--- src/rtl/bcd_conv_scheduler.sv ---
// Round-robin front end and shared 8-cycle double-dabble engine for up to four requesters.
// Define BCD_SCHED_HOLD_EN to keep each requester's last result on bcd_hold.
module bcd_conv_scheduler (
  input  logic        clk,
  input  logic        rst,
  input  logic [3:0]  req,
  input  logic [31:0] bin_in,
  output logic [3:0]  gnt,
  output logic        busy,
  output logic        valid,
  output logic [1:0]  valid_id,
  output logic [11:0] bcd_out,
  output logic [47:0] bcd_hold
);

  // state | meaning
  // IDLE  | arbiter live; grant, capture operand on any request
  // SHIFT | one add-3 / shift step per cycle; result on the 8th step
  typedef enum logic {IDLE, SHIFT} state_t;

  state_t      state, state_nxt;
  logic [7:0]  shreg, shreg_nxt;
  logic [11:0] acc, acc_nxt;
  logic [2:0]  cnt, cnt_nxt;
  logic [1:0]  last, last_nxt;
  logic [1:0]  id, id_nxt;
  logic [3:0]  gnt_nxt;
  logic        busy_nxt;
  logic        valid_nxt;
  logic [1:0]  valid_id_nxt;
  logic [11:0] bcd_nxt;

  logic        found;
  logic [1:0]  win;
  logic [1:0]  cand;
  logic [11:0] acc_adj;
  logic [11:0] acc_sh;
  logic [7:0]  shreg_sh;
  logic        done;

  function automatic logic [11:0] adj3(input logic [11:0] a);
    logic [11:0] r;
    r = a;
    for (int d = 0; d < 3; d++) begin
      if (r[4*d +: 4] >= 4'd5) r[4*d +: 4] = r[4*d +: 4] + 4'd3;
    end
    return r;
  endfunction

  // Search starts one past the last winner, so last=3 favours requester 0.
  always_comb begin
    found = 1'b0;
    win   = 2'd0;
    cand  = 2'd0;
    for (int i = 1; i <= 4; i++) begin
      cand = last + 2'(i);
      if (!found && req[cand]) begin
        found = 1'b1;
        win   = cand;
      end
    end
  end

  assign acc_adj  = adj3(acc);
  assign acc_sh   = {acc_adj[10:0], shreg[7]};
  assign shreg_sh = {shreg[6:0], 1'b0};
  assign done     = (state == SHIFT) && (cnt == 3'd7);

  always_comb begin
    state_nxt    = state;
    shreg_nxt    = shreg;
    acc_nxt      = acc;
    cnt_nxt      = cnt;
    last_nxt     = last;
    id_nxt       = id;
    gnt_nxt      = 4'b0000;
    busy_nxt     = busy;
    valid_nxt    = 1'b0;
    valid_id_nxt = valid_id;
    bcd_nxt      = bcd_out;
    case (state)
      IDLE: begin
        busy_nxt = 1'b0;
        if (found) begin
          shreg_nxt     = bin_in[8*win +: 8];
          acc_nxt       = 12'h000;
          gnt_nxt       = 4'b0001 << win;
          last_nxt      = win;
          id_nxt        = win;
          cnt_nxt       = 3'd0;
          busy_nxt      = 1'b1;
          state_nxt     = SHIFT;
        end
      end
      SHIFT: begin
        acc_nxt   = acc_sh;
        shreg_nxt = shreg_sh;
        cnt_nxt   = cnt + 3'd1;
        if (done) begin
          bcd_nxt      = acc_sh;
          valid_id_nxt = id;
          valid_nxt    = 1'b1;
          busy_nxt     = 1'b0;
          state_nxt    = IDLE;
        end
      end
      default: state_nxt = IDLE;
    endcase
  end

  always_ff @(posedge clk or posedge rst) begin
    if (rst) begin
      state    <= IDLE;
      shreg    <= 8'h00;
      acc      <= 12'h000;
      cnt      <= 3'd0;
      last     <= 2'd3;
      id       <= 2'd0;
      gnt      <= 4'b0000;
      busy     <= 1'b0;
      valid    <= 1'b0;
      valid_id <= 2'd0;
      bcd_out  <= 12'h000;
    end else begin
      state    <= state_nxt;
      shreg    <= shreg_nxt;
      acc      <= acc_nxt;
      cnt      <= cnt_nxt;
      last     <= last_nxt;
      id       <= id_nxt;
      gnt      <= gnt_nxt;
      busy     <= busy_nxt;
      valid    <= valid_nxt;
      valid_id <= valid_id_nxt;
      bcd_out  <= bcd_nxt;
    end
  end

`ifdef BCD_SCHED_HOLD_EN
  logic [47:0] hold_q;

  always_ff @(posedge clk or posedge rst) begin
    if (rst) begin
      hold_q <= 48'h0;
    end else if (done) begin
      hold_q[12*id +: 12] <= acc_sh;
    end
  end

  assign bcd_hold = hold_q;
`else
  assign bcd_hold = 48'h0;
`endif

endmodule

--- config.mk ---
export PLATFORM = sky130hd
export DESIGN_NAME = bcd_conv_scheduler
export DESIGN_NICKNAME = d
export VERILOG_FILES = /design/src/rtl/bcd_conv_scheduler.sv
export SDC_FILE = /design/constraint.sdc
export NUM_CORES = 1
export LEC_CHECK = 0
export ABC_CLOCK_PERIOD_IN_PS = 5750
export BUFFER_PORTS_ARGS = -buffer_cell sky130_fd_sc_hd__buf_2
export CELL_PAD_IN_SITES_DETAIL_PLACEMENT = 0
export CELL_PAD_IN_SITES_GLOBAL_PLACEMENT = 1
export CORE_MARGIN = 1.5
export CORE_UTILIZATION = 39
export DETAILED_ROUTE_END_ITERATION = 8
export PLACE_DENSITY = 0.91
export SLEW_MARGIN = 40
export SYNTH_ARGS = -nofsm -noshare
export SYNTH_HDL_FRONTEND = slang
export SYNTH_SLANG_ARGS = --single-unit
export TNS_END_PERCENT = 10
--- constraint.sdc ---
create_clock -name clk -period 5.75 [get_ports clk]
set_clock_uncertainty 0.15 [all_clocks]
set_input_delay 0.8625 -clock clk [delete_from_list [all_inputs] [get_ports clk]]
set_output_delay 0.8625 -clock clk [all_outputs]
set_load 0.05 [all_outputs]
==> results of run 1 <==
[flip-flops by register name, indices dropped and copies added, names as in the netlist]
signal and cells:
last 2, id 2, cnt 3, gnt 4, busy 1, shreg 8, state 1, bcd_out 12
acc 12, valid_id 2, valid 1
[path summary, 6_finish.rpt]
check,to,slack (ns),depth (start not counted)
max,shreg[1]$_DFFE_PP0P_,3.53,6
min,bcd_out[8]$_DFFE_PP0P_,0.32,2
max reg2reg,shreg[1]$_DFFE_PP0P_,3.64,6
min reg2reg,bcd_out[8]$_DFFE_PP0P_,0.32,2
max in group asynchronous,state$_DFF_PP0_,4.54,2
min in group asynchronous,cnt[1]$_DFFE_PP0P_,0.48,2
[routing by layer]
layer	wire, microns	track usage, %	part of all wire (%)
met2	2310	21.2	49
met5	0	0	0
met1	2120	17.5	45
met4	57	4.55	1.2
met3	247	3.43	5.2
[layout by cell type, fill, tap and decap left out, types with 3 or more instances in the layout]
| cell type | netlist | final |
|---|---|---|
| a21oi_1 | 9 | 9 |
| mux2i_1 | 19 | 19 |
| a22oi_1 | 7 | 7 |
| nand2_1 | 25 | 25 |
| buf_2 | 4 | 57 |
| o21ai_1 | 3 | 3 |
| dfrtp_1 | 46 | 45 |
| o21ai_0 | 11 | 11 |
| nor2_1 | 8 | 8 |
| o221ai_1 | 9 | 9 |
| inv_1 | 9 | 8 |
| ha_1 | 8 | 8 |
| a22o_1 | 11 | 11 |
| xnor2_1 | 3 | 3 |
| clkbuf_8 | 0 | 5 |
| mux2_2 | 7 | 7 |
| nand2b_1 | 9 | 9 |
| conb_1 | 1 | 48 |
[logic make-up after synthesis]
logic type      Yosys count  synth area share [%]
buf+inv                  68                  17.0
fa+ha+maj                 8                  3.68
other cells               1                 0.138
xor+xnor                  3                 0.965
flops                    48                  44.2
compound gates           56                  14.6
simple gates             54                  9.51
mux                      26                  9.88
[worst max-delay path: cells and delay by family]
family,cells,cell delay (ns)
simple gates,1,0.24
buf+inv,2,0.45
compound gates,2,0.42
mux,1,0.26
[final cells by class]
cell class              count  area (sq um)  share of cell area, %
multi-input cells         195          1230                   41.4
well taps                  80           100                   3.36
repair buffers             58           293                   9.83
clock inverters             2          35.0                   1.18
flip-flops and latches     48          1200                   40.5
clock buffers               6          72.6                   2.44
inverters                  10          40.0                   1.34
[per-stage QoR]
step | area [sq um] | instances | utilization [%] | setup WS (ns) | total power [W]
after global placement | 2870 | 391 | 42.4 | 3.07 | 0.00145
after global routing | 2980 | 399 | 44.1 | 3.42 | 0.00184
after floorplan | 2900 | 311 | - | 3.53 | 0.00134
after detailed placement | 2870 | 391 | 42.4 | 3.02 | 0.00148
after CTS | 2980 | 399 | 44.0 | 3.17 | 0.00172
final | 2980 | 399 | 44.1 | 3.53 | 0.00170
[report_power, final]
part | switching (W) | leakage [nW] | internal (W) | total (W)
logic | 0.000551 | 0.915 | 0.000308 | 0.000859
clock network | 0.000107 | 0.0552 | 0.000129 | 0.000237
registers | 0.000115 | 0.601 | 0.000489 | 0.000604
==> impl_metrics.toml, run 1 <==
[clocking]
clk_pin_slew_ns = 0.09
clockRootBuffer = "clkbuf_8"
h-tree-depth = 2
post_cts_buffers = 0
insertion_delay_ns = 0.30
numCtsBuffers = 5
numClockSinks = 48
cts_tree = "done"
hold_buffers = 0
clockBufferDepth = 2
ctsResizeCount = 0

[synth]
yosysSeqAreaShare_pct = 44.2
yosys_warnings = 0
synthMostInstantiatedCell = "buf_4"
synth_edf_count = 0
synthTopCellsByCount = "48 x buf_4, 46 x dfrtp_1, 25 x nand2_1"
syn_inst = 264
syn_area_sq_um = 2720
async_flop_share_pct = 100
synth_top_cell_area_share_pct = 42.3
syn_area_per_cell_sq_um = 10.3
ys_seq_elements = 48
synth_top_cell_by_area = "dfrtp_1"
synth.area.top_cells = "dfrtp_1 42%, buf_4 13%, mux2i_1 7.0%"
ys_types = 38
ys.flop_type = "dfrtp_1"

[critical_path]
cp_slowest_cell = "buf_4"
worstPathMaxFanout = 16
cp.required_ns = 5.77
crit_arrival_ns = 2.24
crit_chain = "buf_2, or2_1, a221oi_2, buf_4, mux2i_1, o221ai_1"
cp-start-kind = "input port"
critPathKind = "input port to flip-flop"
slowest_delay_ns = 0.32
cp-end-kind = "flip-flop"
startpoint = "req[1]"
r2r_start = "last[0]$_DFFE_PP1P_"

[drt]
routed-via-count = 1908
drc = 0
drt_pre_antenna_iters = 5
wl_per_cell_microns = 11.9
dr.first_iter.drc_count = 40
antenna_left = 0
viasPerCell = 4.78
wirelength_microns = 4730

[sta]
worstMarginPinSlew_ns = 0.579
finalSetupViolCount = 0
relSlewSlack_pct = 61.4
fin_crit_sh_pct = 38.7
rsz0062_at_grt = "false"
fmax_mhz = 450
tns_ns = 0
slew_viol_final = 0
whs_ns = 0.318
layout_min_cycle_time_ns = 2.22
hold_viol_final = 0

[global_routing]
grt_overflow = 0
antenna_found_initial = 0
grt_max_degree = 49
grt_pass1_vias = 1708
grt_first_pass_wirelength_microns = 7810
grt_use_total_pct = 13.2

[job]
maxCapViolCount = 0

[cells_and_area]
nets = 364
fillerInstances = 657
drive_gt1_share_pct = 25.4
insertedDiodeCount = 0
syn_to_final_growth_pct = 9.38

[floorplanning]
fp-row-count = 30
die_y_microns = 86.6
chipWidth_microns = 86.6
ios = 106
dieArea_sq_um = 7490
coreArea_sq_um = 6760
start_util_pct = 40.3

[power_and_ir_drop]
cellLeakagePower_nw = 1.57
ir_drop_mv = 0.153
power_density_nw_per_um2 = 571

[place]
placement.io_buffers = 57
gp_congestion = 0.755
dp_hpwl_microns = 3430

[hold_path]
min_from = "bcd_out[8]$_DFFE_PP0P_"
hold_class = "flip-flop to flip-flop"

[run_status]
status = "finished clean"
No activity file was read; power rests on OpenSTA's default activity.
==> inputs of run 2 (changes only) <==
--- a/config.mk
+++ b/config.mk
@@ -5,14 +5,14 @@
 export SDC_FILE = /design/constraint.sdc
 export NUM_CORES = 1
 export LEC_CHECK = 0
-export ABC_CLOCK_PERIOD_IN_PS = 5750
+export ABC_CLOCK_PERIOD_IN_PS = 2150
 export BUFFER_PORTS_ARGS = -buffer_cell sky130_fd_sc_hd__buf_2
 export CELL_PAD_IN_SITES_DETAIL_PLACEMENT = 0
 export CELL_PAD_IN_SITES_GLOBAL_PLACEMENT = 1
 export CORE_MARGIN = 1.5
-export CORE_UTILIZATION = 39
+export CORE_UTILIZATION = 36
 export DETAILED_ROUTE_END_ITERATION = 8
-export PLACE_DENSITY = 0.91
+export PLACE_DENSITY = 0.85
 export SLEW_MARGIN = 40
 export SYNTH_ARGS = -nofsm -noshare
 export SYNTH_HDL_FRONTEND = slang
==> constraint.sdc (replaced) <==
create_clock -name clk -period 2.15 [get_ports clk]
set_clock_uncertainty 0.15 [all_clocks]
set_input_delay 0.3225 -clock clk [delete_from_list [all_inputs] [get_ports clk]]
set_output_delay 0.3225 -clock clk [all_outputs]
set_load 0.05 [all_outputs]
==> run 2 against run 1 <==
Compared with the run above:
- total power increased to 2.7 times the previous value
- register-to-register slack got worse by 3.5 ns
- critical path depth is the same
- largest cell class unchanged
==> impl_metrics.toml, run 2 (same netlist as run 1, synthesis figures left out) <==
[critical_path]
slowest_delay_ns = 0.56
crit_chain = "nand2b_1, o21ai_2, a221oi_2, buf_12, mux2i_1, o221ai_1"
cp-end-kind = "flip-flop"
crit_arrival_ns = 2.01
r2r-end = "shreg[6]$_DFFE_PP0P_"
r2r_start = "last[0]$_DFFE_PP1P_"
cp.required_ns = 2.15
r2r_cells = 6
cp_slowest_cell = "dfstp_2"
critPathKind = "flip-flop to flip-flop"
r2r_slack_ns = 0.14
cp-start-kind = "flip-flop"
worstPathMaxFanout = 14

[floorplanning]
fp-row-count = 31
coreArea_sq_um = 7290
die_y_microns = 90.0
dieArea_sq_um = 8090
start_util_pct = 37.3
chipWidth_microns = 90.0
ios = 106

[hold_path]
min_from = "bin_in[27]"
hold_class = "input port to flip-flop"
holdPathEnd = "shreg[3]$_DFFE_PP0P_"
min_path_cells = 3

[clocking]
cts_tree = "done"
h-tree-depth = 2
numCtsBuffers = 5
clockBufferDepth = 2
numClockSinks = 48
post_cts_buffers = 0
clockRootBuffer = "clkbuf_8"
insertion_delay_ns = 0.30
clk_pin_slew_ns = 0.08

[global_routing]
grt_overflow = 0
grt_pass1_vias = 1865
grt_use_total_pct = 13.2
grt_first_pass_wirelength_microns = 8630
antenna_found_initial = 0
grt_max_degree = 29

[drt]
viasPerCell = 4.60
antenna_left = 0
drt_pre_antenna_iters = 4
wl_per_cell_microns = 12.1
wirelength_microns = 5150
routed-via-count = 1959
dr.first_iter.drc_count = 84
drc = 0

[sta]
fin_crit_sh_pct = 93.4
tns_ns = 0
hold_viol_final = 0
setup_ws_ns = 0.143
finalSetupViolCount = 0
slew_viol_final = 0
relSlewSlack_pct = 59.6
layout_min_cycle_time_ns = 2.01
rsz0062_at_grt = "false"
worstMarginPinSlew_ns = 0.606
fmax_mhz = 498

[cells_and_area]
final_util_pct = 42.2
drive_gt1_share_pct = 26.3
insertedDiodeCount = 0
reg.largest.list = "acc: 12 flops, bcd_out: 12 flops, shreg: 8 flops"
final_cell_mix = "57 x buf_2, 48 x conb_1, 46 x dfrtp_1"
syn_to_final_growth_pct = 13.0
nets = 372
fillerInstances = 723
mostFrequentLayoutCell = "buf_2"

[place]
pre_cts_ws_ns = 0.162
gp_congestion = 0.761
dp_hpwl_microns = 3720
placement.io_buffers = 57

[job]
maxCapViolCount = 0

[run_status]
status = "finished clean"

[power_and_ir_drop]
cellLeakagePower_nw = 1.61
ir_drop_mv = 0.341
power_density_nw_per_um2 = 1490
## run 2: per-stage QoR
stage / total power, W / hold WS (ns) / instance area (sq um) / std cells
2_1_floorplan: 0.00359 / 0.303 / 2900 / 311
3_3_place_gp: 0.00397 / 0.206 / 2970 / 417
3_5_place_dp: 0.00403 / 0.213 / 2970 / 417
4_1_cts: 0.00463 / 0.187 / 3080 / 426
5_1_grt: 0.00493 / 0.202 / 3080 / 426
6_report: 0.00460 / 0.190 / 3080 / 426
## run 2: power by group
part	switching, W	internal, W
logic	0.00154	0.000892
clock network	0.000292	0.000294
registers	0.000276	0.00131
total	0.00210	0.00249
## run 2: area by class of cell
cell class	count	area, sq um	area share [%]
multi-input combinational	195	1230	40.0
sequential	48	1200	39.1
tap	99	124	4.03
timing repair buffer	66	380	12.4
clock buffer	8	100	3.25
inverter	10	37.5	1.22
## run 2: how the worst max path moves through the flow
stage                              startpoint                      to  slack, ns  depth (start not counted)
after detailed placement  last[0]$_DFFE_PP1P_    shreg[6]$_DFFE_PP0P_       0.16                          6
after global routing      last[0]$_DFFE_PP1P_    shreg[2]$_DFFE_PP0P_       0.03                          6
final                     last[0]$_DFFE_PP1P_    shreg[6]$_DFFE_PP0P_       0.14                          6
after CTS                 last[0]$_DFFE_PP1P_    shreg[2]$_DFFE_PP0P_       0.14                          6
after global placement     cnt[0]$_DFFE_PP0P_  bcd_out[2]$_DFFE_PP0P_       0.22                          5
after floorplan           last[0]$_DFFE_PP1P_    shreg[0]$_DFFE_PP0P_       0.28                          7
## run 2: critical path, delay by kind of cell (launching register included)
kind / cells / cell delay, ns
buffers and inverters: 1 / 0.21
AND/OR/NAND/NOR: 1 / 0.14
AO/OA/AOI/OAI: 3 / 0.59
flip-flops: 1 / 0.56
multiplexers: 1 / 0.23
## run 2: metal layers
metal / vias to the layer above / global-route usage (%) / share of wire (%)
li1: 947 / - / -
met5: - / 0 / 0
met4: 0 / 5.95 / 1.5
met1: 932 / 16.0 / 43
met3: 6 / 3.38 / 5.5
met2: 74 / 22.1 / 50
## run 2: what timing repair did
item | in CTS | in global routing
resized for setup | 0 | 0
endpoints found under the hold margin | 20 | 0
hold buffers | 1 | 0
==> inputs of run 3 (changes only) <==
--- a/config.mk
+++ b/config.mk
@@ -6,7 +6,7 @@
 export NUM_CORES = 1
 export LEC_CHECK = 0
 export ABC_CLOCK_PERIOD_IN_PS = 2150
-export BUFFER_PORTS_ARGS = -buffer_cell sky130_fd_sc_hd__buf_2
+export BUFFER_PORTS_ARGS = -buffer_cell sky130_fd_sc_hd__clkbuf_2
 export CELL_PAD_IN_SITES_DETAIL_PLACEMENT = 0
 export CELL_PAD_IN_SITES_GLOBAL_PLACEMENT = 1
 export CORE_MARGIN = 1.5
==> run 3 against run 2 <==
Compared with the run above:
- combinational power is essentially flat
- via count grew 0.77%
- sequential power is essentially flat
- design area grew 0.41%
- non-clock buffer count grew 1
- die area is the same
- worst hold slack gained 0.0025 ns
==> impl_metrics.toml, run 3 (same netlist as run 1, synthesis figures left out) <==
[drt]
drt_pre_antenna_iters = 4
wirelength_microns = 5210
dr.first_iter.drc_count = 87
antenna_left = 0
routed-via-count = 1974
viasPerCell = 4.62
drc = 0
wl_per_cell_microns = 12.2

[sta]
layout_min_cycle_time_ns = 2.01
slew_viol_final = 0
relSlewSlack_pct = 58.5
fin_crit_sh_pct = 93.4
fmax_mhz = 498
finalSetupViolCount = 0
setup_ws_ns = 0.142
worstMarginPinSlew_ns = 0.623
hold_viol_final = 0
tns_ns = 0
rsz0062_at_grt = "false"

[critical_path]
critical_path.top_delay_family = "compound AO/OA/AOI/OAI gates"
startpoint = "last[0]$_DFFE_PP1P_"
r2r_start = "last[0]$_DFFE_PP1P_"
crit_chain = "nand2b_1, o21ai_2, a221oi_4, buf_12, mux2i_1, o221ai_1"
slowest_delay_ns = 0.56
critPathKind = "flip-flop to flip-flop"
crit_arrival_ns = 2.02
cp_num_buf_inv = 1
worstPathMaxFanout = 14
cp-start-kind = "flip-flop"
cp.required_ns = 2.16
cp-end-kind = "flip-flop"
cp_slowest_cell = "dfstp_2"

[global_routing]
grt_overflow = 0
grt_pass1_vias = 1886
grt_max_degree = 27
grt_use_total_pct = 12.9
grt_first_pass_wirelength_microns = 8560
antenna_found_initial = 0

[job]
maxCapViolCount = 0

[floorplanning]
coreArea_sq_um = 7290
ios = 106
fp-row-count = 31
die_y_microns = 90.0
start_util_pct = 37.3
chipWidth_microns = 90.0
dieArea_sq_um = 8090

[place]
pre_cts_ws_ns = 0.114
placed_cell_area_sq_um = 2970
gp_congestion = 0.757
dp_hpwl_microns = 3830
placement.io_buffers = 57

[power_and_ir_drop]
power.total_w = 0.00459
power_density_nw_per_um2 = 1490
ir_drop_mv = 0.332
cellLeakagePower_nw = 1.62

[clocking]
insertion_delay_ns = 0.29
numClockSinks = 48
clockBufferDepth = 2
cts_tree = "done"
clockRootBuffer = "clkbuf_8"
post_cts_buffers = 0
clk_pin_slew_ns = 0.08
h-tree-depth = 2
numCtsBuffers = 5

[cells_and_area]
fillerInstances = 746
reg.largest.list = "acc: 12 flops, bcd_out: 12 flops, shreg: 8 flops"
final_util_pct = 42.4
mostFrequentLayoutCell = "clkbuf_2"
final_cell_mix = "57 x clkbuf_2, 48 x conb_1, 46 x dfrtp_1"
insertedDiodeCount = 0
multi_input_area_sq_um = 1240
drive_gt1_share_pct = 26.5
syn_to_final_growth_pct = 13.5
nets = 373
seq_area_sq_um = 1200
final_cell_area_sq_um = 3090

[hold_path]
min_from = "bin_in[19]"
hold_class = "input port to flip-flop"

[run_status]
status = "finished clean"
## run 3: timing repair
action                                 CTS  global route
gates resized for setup                  0             1
setup endpoints to repair                0             1
hold buffers                             1             0
endpoints found under the hold margin   22             0
## run 3: path summary, 6_finish.rpt
kind / endpoint / slack, ns / cells after the start
hold reg to reg: bcd_out[4]$_DFFE_PP0P_ / 0.33 / 2
setup reg to reg: shreg[2]$_DFFE_PP0P_ / 0.14 / 6
hold / removal: shreg[3]$_DFFE_PP0P_ / 0.19 / 3
min in group asynchronous: valid_id[0]$_DFFE_PP0P_ / 0.43 / 3
setup / recovery: shreg[2]$_DFFE_PP0P_ / 0.14 / 6
max in group asynchronous: last[0]$_DFFE_PP1P_ / 0.84 / 4
## run 3: worst register-to-register path: stages, from the launching register on
cell	delay [ns]
dfstp_2	0.56
nand2b_1	0.15
o21ai_2	0.10
a221oi_4	0.36
buf_12	0.20
mux2i_1	0.22
o221ai_1	0.13
## run 3: through the flow
step | hold slack (ns) | instances
6_report | 0.193 | 427
3_5_place_dp | 0.216 | 418
3_3_place_gp | 0.211 | 418
2_1_floorplan | 0.303 | 311
4_1_cts | 0.189 | 427
5_1_grt | 0.217 | 427
## run 3: final cells by class
class,count,share of cell area (%)
Tap cell,99,4.01
Inverter,10,1.22
Sequential cell,48,39.0
Clock inverter,1,0.243
Multi-Input combinational cell,195,40.2
Clock buffer,7,2.79
Timing Repair Buffer,67,12.6
## run 3: power breakdown
part / switching, W / leakage, nW / internal [W]
Combinational: 0.00155 / 0.970 / 0.000895
Sequential: 0.000289 / 0.602 / 0.00131
Clock: 0.000286 / 0.0445 / 0.000261
## run 3: routing by layer
layer	vias to the layer above	global-route usage [%]	share of wire [%]	routed length [microns]
met2	64	22.3	50	2620
met1	949	15.9	44	2290
met5	-	0	0	0
met4	0	4.76	1.4	75
met3	7	2.45	4.3	223
li1	954	-	-	-
